==> config.mk <==
export PLATFORM = sky130hd
export DESIGN_NAME = mul_pipe
export DESIGN_NICKNAME = d
export VERILOG_FILES = /design/src/rtl/mul_pipe.sv
export SDC_FILE = /design/constraint.sdc
export NUM_CORES = 1
export LEC_CHECK = 0
export ABC_AREA = 1
export ABC_CLOCK_PERIOD_IN_PS = 19300
export CORE_MARGIN = 5
export CORE_UTILIZATION = 58
export DETAILED_ROUTE_END_ITERATION = 12
export PLACE_DENSITY_LB_ADDON = 0.25
export SYNTH_ARGS = -nofsm -noshare
export SYNTH_HDL_FRONTEND = slang
export SYNTH_HIERARCHICAL = 1
export SYNTH_SLANG_ARGS = --single-unit
==> constraint.sdc <==
create_clock -name clk -period 19.3 [get_ports clk]
set_clock_uncertainty 0.05 [all_clocks]
set_input_delay 5.79 -clock clk [delete_from_list [all_inputs] [get_ports clk]]
set_output_delay 5.79 -clock clk [all_outputs]
set_load 0.03 [all_outputs]
==> src/rtl/mul_pipe.sv <==
// mul_pipe: two-stage 32x32 multiplier (E -> M -> W), one op per cycle, results 2 edges after issue.
// No stall and no backpressure. `define MUL_PIPE_MULH_EN selects the MULH/MULHSU/MULHU forms; otherwise rd is always the low word.

module mul_e (
  input  logic [31:0] rs1,
  input  logic [31:0] rs2,
  input  logic [1:0]  mul_op,
  output logic [47:0] pl,
  output logic [47:0] ph,
  output logic        negate
);
  logic        sign_a;
  logic        sign_b;
  logic [31:0] mag_a;
  logic [31:0] mag_b;

  // rs1 is unsigned only for MULHU; rs2 is unsigned for MULHSU and MULHU.
  // Negating 0x80000000 wraps back to 0x80000000, which is the correct magnitude.
  always_comb begin
    sign_a = (mul_op != 2'b11) && rs1[31];
    sign_b = !mul_op[1] && rs2[31];
    mag_a  = sign_a ? (~rs1 + 32'd1) : rs1;
    mag_b  = sign_b ? (~rs2 + 32'd1) : rs2;
    pl     = 48'(mag_a) * 48'(mag_b[15:0]);
    ph     = 48'(mag_a) * 48'(mag_b[31:16]);
    negate = sign_a ^ sign_b;
  end
endmodule

module mul_m (
  input  logic [47:0] pl,
  input  logic [47:0] ph,
  output logic [63:0] p
);
  assign p = {16'h0000, pl} + {ph, 16'h0000};
endmodule

module mul_w (
  input  logic [63:0] p,
  input  logic        negate,
  input  logic [1:0]  mul_op,
  input  logic        valid,
  output logic        out_valid,
  output logic [31:0] rd
);
  logic [63:0] r;

  always_comb begin
    r         = negate ? (~p + 64'd1) : p;
    rd        = (mul_op == 2'b00) ? r[31:0] : r[63:32];
    out_valid = valid;
  end
endmodule

module mul_pipe (
  input  logic        clk,
  input  logic        rst,
  input  logic        in_valid,
  input  logic [31:0] rs1,
  input  logic [31:0] rs2,
  input  logic [1:0]  mul_op,
  output logic        out_valid,
  output logic [31:0] rd
);
  typedef struct packed {
    logic        vld;
    logic        neg;
`ifdef MUL_PIPE_MULH_EN
    logic [1:0]  op;
`endif
    logic [47:0] pl;
    logic [47:0] ph;
  } em_t;

  typedef struct packed {
    logic        vld;
    logic        neg;
`ifdef MUL_PIPE_MULH_EN
    logic [1:0]  op;
`endif
    logic [63:0] p;
  } mw_t;

  em_t         em_q;
  mw_t         mw_q;
  logic [47:0] e_pl;
  logic [47:0] e_ph;
  logic        e_neg;
  logic [63:0] m_p;
  logic [1:0]  e_op;
  logic [1:0]  w_op;

`ifdef MUL_PIPE_MULH_EN
  assign e_op = mul_op;
  assign w_op = mw_q.op;
`else
  // Low product word is identical for every signedness, so the op is dropped at the door.
  logic unused_mul_op;
  assign unused_mul_op = ^mul_op;
  assign e_op = 2'b00;
  assign w_op = 2'b00;
`endif

  mul_e u_e (
    .rs1    (rs1),
    .rs2    (rs2),
    .mul_op (e_op),
    .pl     (e_pl),
    .ph     (e_ph),
    .negate (e_neg)
  );

  always_ff @(posedge clk or posedge rst) begin
    if (rst) begin
      em_q <= '0;
    end else begin
      em_q.vld <= in_valid;
      em_q.neg <= e_neg;
`ifdef MUL_PIPE_MULH_EN
      em_q.op  <= mul_op;
`endif
      em_q.pl  <= e_pl;
      em_q.ph  <= e_ph;
    end
  end

  mul_m u_m (
    .pl (em_q.pl),
    .ph (em_q.ph),
    .p  (m_p)
  );

  always_ff @(posedge clk or posedge rst) begin
    if (rst) begin
      mw_q <= '0;
    end else begin
      mw_q.vld <= em_q.vld;
      mw_q.neg <= em_q.neg;
`ifdef MUL_PIPE_MULH_EN
      mw_q.op  <= em_q.op;
`endif
      mw_q.p   <= m_p;
    end
  end

  mul_w u_w (
    .p         (mw_q.p),
    .negate    (mw_q.neg),
    .mul_op    (w_op),
    .valid     (mw_q.vld),
    .out_valid (out_valid),
    .rd        (rd)
  );
endmodule

# Yosys cells after proc, flatten, opt, wreduce, memory -nomap -nowiden
# Cells that the tools add are included.
[op_classes] add_sub_neg=4 multipliers=2 muxes=3 bitwise=4
[op_table] cell="32-bit by 1-bit adder with 32-bit output (second input constant)" n=3
[op_table] cell="32-bit two-way mux" n=3
[op_table] cell="32-bit inverter" n=3
[op_table] cell="32-bit adder" n=1
[op_table] cell="32-bit by 16-bit multiplier with 16-bit output" n=1
[op_table] cell="32-bit by 16-bit multiplier with 32-bit output" n=1
[op_table] cell="1-bit bitwise XOR" n=1
[totals] reg_bits=84 output_inout_bits=33 word_cells=20

# Logic depth before layout (Yosys ltp)
# Gate-level depths: netlist (run 1).
[logic_depth] ltp_word=4 ltp_mapped=39

# Modules after synthesis
# The synthesis (run 1) kept the hierarchy.
[modules_own_cells] module="mul_e" n_inst=1 cells_per_inst=5143 area_each_um2=36497.5
[modules_own_cells] module="mul_pipe" n_inst=1 cells_per_inst=166 area_each_um2=4111.4
[modules_own_cells] module="mul_m" n_inst=1 cells_per_inst=765 area_each_um2=3658.5
[modules_own_cells] module="mul_w" n_inst=1 cells_per_inst=589 area_each_um2=2643.8

# Worst setup path before layout (run 1)
# OpenSTA, ideal clock, no wires.
[synth_path] path_kind="input to register" startpoint="input port rs1[0]" endpoint="register, netlist name em_q[87]" setup_ns=0.117 arrival_ns=12.046 required_time_ns=19.133 path_slack_ns=7.087 stages=32 path_buffers=3 path_cell_list="buf_4 inv_4 clkbuf_1 ha_1 nand3_2 nor2_4 inv_2 o21ai_2 xor2_2 buf_2 nand2_1 fa_1 inv_1 fa_1 inv_1 fa_1 inv_1 fa_1 fa_1 inv_1 fa_1 inv_1 ha_1 nand2_1 nor2_1 inv_1 nor2_1 nand3b_1 nand3_1 nand2_1 nand3_1 nand2_1"
[synth_lines] item="start, declared" line="59" rtl="input logic [31:0] rs1,"

==> impl_metrics.yaml, run 1 <==
clocking:
  cts_tree: "built"
  insertion_delay_ps: 440
  clkTransAtPathRegs_ps: 80
  cts_max_level: 4
  cts_max_path_buffers: 2
  post_cts_buffers: 0
  cts_root_buf: "clkbuf_16"
  cts_buffers: 17
  cts_resized: 0
  cts_hold_buffers: 0
  cts_num_sinks: 164
yosys:
  seq_area_frac_synth: 0.0875
  netlist_instances: 6663
  syn_area_per_cell_sq_um: 7.04
  yosys.area.top_type_share: 0.357
  synthDistinctLibCells: 52
  synth_warnings: 6
  ys_ff_latch: 164
  synth_top_area_cell: "fa_1"
  syn-cell-area_sq_um: 46900
  synth_area_leaders: "fa_1 36%, nand2_1 16%, inv_1 13%"
drt:
  first_pass_iters: 6
  drt.antenna.violating_nets: 0
  routed_wl_mm: 152
  drt_iter0_drc: 3317
  avgRoutedWirePerCell_microns: 19.6
  drc: 0
  vias: 41900
  vias_per_cell: 5.43
critical_path:
  cp-endpoint: "em_q[90]$_DFF_PP0_"
  crit_path_frequent_cell: "nand2_1"
  crit_type: "input pin to flip-flop"
  crit_start: "rs2[0]"
  rr_endpoint: "mw_q[56]$_DFF_PP0_"
  cp_top_family: "adder cells"
  cp_data_required_time_ps: 19580
  path_max_fanout: 24
  r2r_slack_ps: 17050
  cp_data_arrival_time_ps: 14790
  setup.worst_path.start_class: "input pin"
  path_buf_inv: 8
  slowest_stage: "xor2_2"
  max_stage_delay_ps: 920
  worstSetupPathDepth: 30
  cp-end-kind: "flip-flop"
  worstReg2RegStart: "em_q[64]$_DFF_PP0_"
  r2r_cells: 12
sta:
  finalSetupViolations: 0
  final.setup.worst_slack_ps: 4790
  final.period_utilization: 0.752
  max_freq_mhz: 68.9
  whs_ps: 299
  slew_viol_final: 0
  worst_pin_slew_ps: 1190
  hold_viol: 0
  max-slew-margin-rel: 0.208
  period_needed_ps: 14510
  rsz0062_at_grt: "no"
  setup_tns_ps: 0
cells_and_area:
  diodes: 0
  drive_gt1_frac: 0.0439
  area_growth_pct: 5.04
  nNetsFinal: 7827
  utilization: 0.613
  fill_cells: 7653
floorplan:
  rows: 104
  design.portCount: 102
  die_width_microns: 294
  dieArea_sq_um: 86700
  die_y_microns: 294
  core_area_sq_um: 80400
  start_util: 0.583
placement:
  numPortBuffers: 99
  place.gp.congestion: 1.02
  dp_worst_setup_slack_ps: 4760
  hpwl_mm: 124
global_routing:
  grt_max_degree: 96
  grt_pass1_vias: 42900
  grt_overflow: 0
  grt_pass1_wl_mm: 238
  grt_usage: 0.356
  antenna_found_initial: 1
min_path:
  hold_path.class: "flip-flop to flip-flop"
status:
  outcome: "finished, final reports clean"
flow_run:
  cap_violations: 0
[state kept, by name, summed over array words and instances (netlist names)]
name and count:
em_q 98, mw_q 66
[Yosys cell counts (all sizes together)]
library cell / instances
nand2: 2055
nor4: 3
clkbuf: 22
nand3b: 10
inv: 1629
o21bai: 19
dfrtp: 164
a31oi: 11
nand4: 39
xor2: 93
or2: 13
and3: 1
o31ai: 2
o21a: 1
o211ai: 4
clkinv: 3
nor3: 12
nor2: 795
conb: 1
o21ai: 72
xnor2: 14
nand3: 313
a21oi: 96
ha: 275
fa: 837
and2: 4
buf: 172
or3: 1
a21o: 2
[stage by stage]
| step | instances | cell area, sq um |
|---|---|---|
| after floorplan | 6668 | 46900 |
| after global placement | 7687 | 48700 |
| after detailed placement | 7687 | 48700 |
| after CTS | 7719 | 49300 |
| after global routing | 7719 | 49300 |
| final | 7719 | 49300 |
[cell type report]
type | count | area [sq um] | share of cell area
Clock buffer | 17 | 425 | 0.00863
Sequential cell | 164 | 4110 | 0.0833
Tap cell | 1060 | 1330 | 0.0269
Multi-Input combinational cell | 4678 | 35700 | 0.725
Inverter | 1632 | 6130 | 0.124
Clock inverter | 15 | 154 | 0.00312
Timing Repair Buffer | 153 | 1400 | 0.0283
[cell usage in the layout (no fill, tap or decap), types with 14 or more instances in the layout]
master	instances
clkdlybuf4s50_1	99
ha_1	275
inv_1	1574
nand4_1	38
dfrtp_1	163
nor2_1	746
o21ai_1	15
inv_2	53
nand3_1	297
nand3_2	14
nor2_2	39
fa_1	837
o21bai_1	18
a21oi_1	95
xor2_1	72
o21ai_0	47
clkbuf_16	17
nand2_1	2015
buf_4	54
nand2_2	37
xor2_2	17
[routing by layer]
layer  track usage  wire (microns)
met5             0              18
met1         0.446           55900
met4         0.201           11100
met3        0.0815           16700
met2         0.572           67900
[worst reg2reg max path, delay by kind of cell, from the launching register on]
| kind | cells | cell delay [ps] |
|---|---|---|
| adders and majority gates | 2 | 730 |
| DFF | 1 | 400 |
| and+or+nand+nor | 10 | 960 |
[how the worst min path moves through the flow]
stage                                   from            endpoint  slack [ps]  depth (start not counted)
after floorplan           em_q[96]$_DFF_PP0_  mw_q[64]$_DFF_PP0_         280                          0
after global placement    em_q[55]$_DFF_PP0_   mw_q[7]$_DFF_PP0_         280                          0
after detailed placement  em_q[52]$_DFF_PP0_   mw_q[4]$_DFF_PP0_         280                          0
after CTS                 em_q[52]$_DFF_PP0_   mw_q[4]$_DFF_PP0_         300                          0
after global routing      em_q[52]$_DFF_PP0_   mw_q[4]$_DFF_PP0_         310                          0
final                     em_q[49]$_DFF_PP0_   mw_q[1]$_DFF_PP0_         300                          0
[logic make-up after synthesis]
kind of cell	synth area share
DFF	0.0875
AOI/OAI and AO/OA	0.0249
and+or+nand+nor	0.281
buffers and inverters	0.153
xor gates and xnor gates	0.0225
other	0.0000799
adders and majority gates	0.431
Power of run 1 is left out: the tool's default activity adds up to more than one toggle a clock period on the data nets, which glitch-free logic cannot reach.
==> run 2: changes to the inputs <==
--- a/config.mk
+++ b/config.mk
@@ -6,7 +6,7 @@
 export NUM_CORES = 1
 export LEC_CHECK = 0
 export ABC_AREA = 1
-export ABC_CLOCK_PERIOD_IN_PS = 19300
+export ABC_CLOCK_PERIOD_IN_PS = 12900
 export CORE_MARGIN = 5
 export CORE_UTILIZATION = 58
 export DETAILED_ROUTE_END_ITERATION = 12
==> constraint.sdc (replaced) <==
create_clock -name clk -period 12.9 [get_ports clk]
set_clock_uncertainty 0.05 [all_clocks]
set_input_delay 3.87 -clock clk [delete_from_list [all_inputs] [get_ports clk]]
set_output_delay 3.87 -clock clk [all_outputs]
set_load 0.03 [all_outputs]
==> impl_metrics.yaml, run 2 (synthesized netlist as in run 1, its figures left out) <==
critical_path:
  cp-end-kind: "flip-flop"
  cp_data_required_time_ps: 13170
  setup.worst_path.start_class: "input pin"
  crit_type: "input pin to flip-flop"
  worstReg2RegStart: "em_q[82]$_DFF_PP0_"
  crit_start: "rs1[31]"
  cp_data_arrival_time_ps: 11900
  path_max_fanout: 29
placement:
  place.gp.congestion: 1.00
  placement.cell_area_sq_um: 49000
  numPortBuffers: 99
  hpwl_mm: 127
clocking:
  cts_buffers: 17
  cts_max_level: 4
  cts_hold_buffers: 0
  cts_tree: "built"
  post_cts_buffers: 0
  clkTransAtPathRegs_ps: 70
  cts_max_path_buffers: 2
  cts_resized: 0
  cts_root_buf: "clkbuf_16"
  cts_num_sinks: 164
  insertion_delay_ps: 440
global_routing:
  top_usage_layer: "met2"
  grt_use_met3: 0.0861
  use_met1: 0.454
  grt_usage: 0.358
  grt_pass1_wl_mm: 239
  antenna_found_initial: 1
  grt_pass1_vias: 43100
  met2_usage: 0.574
  grt_overflow: 0
  grt_max_degree: 88
sta:
  slew_viol_final: 0
  max-slew-margin-rel: 0.160
  setup_tns_ps: 0
  rsz0062_at_grt: "no"
  max_freq_mhz: 86.0
  finalSetupViolations: 0
  final.period_utilization: 0.902
  hold_viol: 0
  period_needed_ps: 11630
  whs_ps: 298
  worst_pin_slew_ps: 1260
floorplan:
  die_width_microns: 294
  design.portCount: 102
  start_util: 0.583
  rows: 104
  core_area_sq_um: 80400
  dieArea_sq_um: 86700
  die_y_microns: 294
cells_and_area:
  final_common_cell: "nand2_1"
  most-common-layout-cells: "2015 x nand2_1, 1574 x inv_1, 837 x fa_1"
  top_regs: "em_q: 98 flops, mw_q: 66 flops"
  multi_input_area_sq_um: 35700
  fill_cells: 7571
  seqCellArea_sq_um: 4110
  drive_gt1_frac: 0.0497
  utilization: 0.616
  top_register: "em_q"
  area_growth_pct: 5.66
  stdcell_area_sq_um: 49600
  nNetsFinal: 7870
  largest_reg_flops: 98
flow_run:
  cap_violations: 0
drt:
  vias: 42000
  routed_wl_mm: 152
  drt.antenna.violating_nets: 0
  drc: 0
  first_pass_iters: 6
  vias_per_cell: 5.41
  drt_iter0_drc: 3557
  avgRoutedWirePerCell_microns: 19.6
status:
  outcome: "finished, final reports clean"
min_path:
  holdCritStartpoint: "em_q[51]$_DFF_PP0_"
  hold_path.class: "flip-flop to flip-flop"
-- run 2: changes by cell type in the layout (fill, tap and decap cells not counted) --
cell and change:
o21ai_2 -1, inv_6 -3, clkinv_8 +1, buf_4 +43, diode_2 +2, clkinv_4 -3
xor2_1 +2, clkinvlp_4 +4, inv_8 +1, xor2_4 -3, xor2_2 +1, o21ai_4 +1
-- run 2: routing by layer --
layer | routed length (microns) | share of wire
met1 | 57600 | 0.38
met2 | 68100 | 0.45
met3 | 15900 | 0.10
met4 | 10200 | 0.067
met5 | 11 | 0.000072
-- run 2: through the flow --
stage / worst slack, ps / cells
5_1_grt: 986 / 7762
3_5_place_dp: 983 / 7730
4_1_cts: 1450 / 7762
6_report: 1270 / 7764
2_1_floorplan: 2610 / 6668
3_3_place_gp: 985 / 7730
-- run 2: final cells by class --
| class | instances | area share |
|---|---|---|
| multi-input combinational | 4678 | 0.720 |
| inverter | 1632 | 0.124 |
| sequential | 164 | 0.0828 |
| timing repair buffer | 196 | 0.0347 |
| tap | 1060 | 0.0268 |
| clock buffer | 17 | 0.00858 |
| clock inverter | 15 | 0.00321 |
| antenna | 2 | 0.000101 |
-- run 2: path summary, 6_finish.rpt --
path	cells past startpoint	slack [ps]	to
min in group asynchronous	2	3860	mw_q[65]$_DFF_PP0_
worst max-delay path	27	1270	em_q[38]$_DFF_PP0_
max in group asynchronous	3	7480	em_q[35]$_DFF_PP0_
worst min register to register	0	300	mw_q[3]$_DFF_PP0_
worst max register to register	10	10710	mw_q[51]$_DFF_PP0_
worst min-delay path	0	300	mw_q[3]$_DFF_PP0_
-- run 2: worst max-delay path, cell delays in order --
cell	delay, ps
clkdlybuf4s50_1	650
nand2_2	250
inv_2	520
nand2_1	180
xor2_2	860
buf_4	380
inv_1	280
nor2_1	240
fa_1	420
inv_1	80
fa_1	440
fa_1	510
inv_1	60
fa_1	490
fa_1	490
inv_1	60
fa_1	480
inv_1	40
ha_1	380
nand2_1	130
nor2_1	180
and2_1	260
nand3b_1	110
nand3_1	200
nand2_1	130
nand3_1	80
nand2_1	90
Power of run 2 is left out for the same reason.
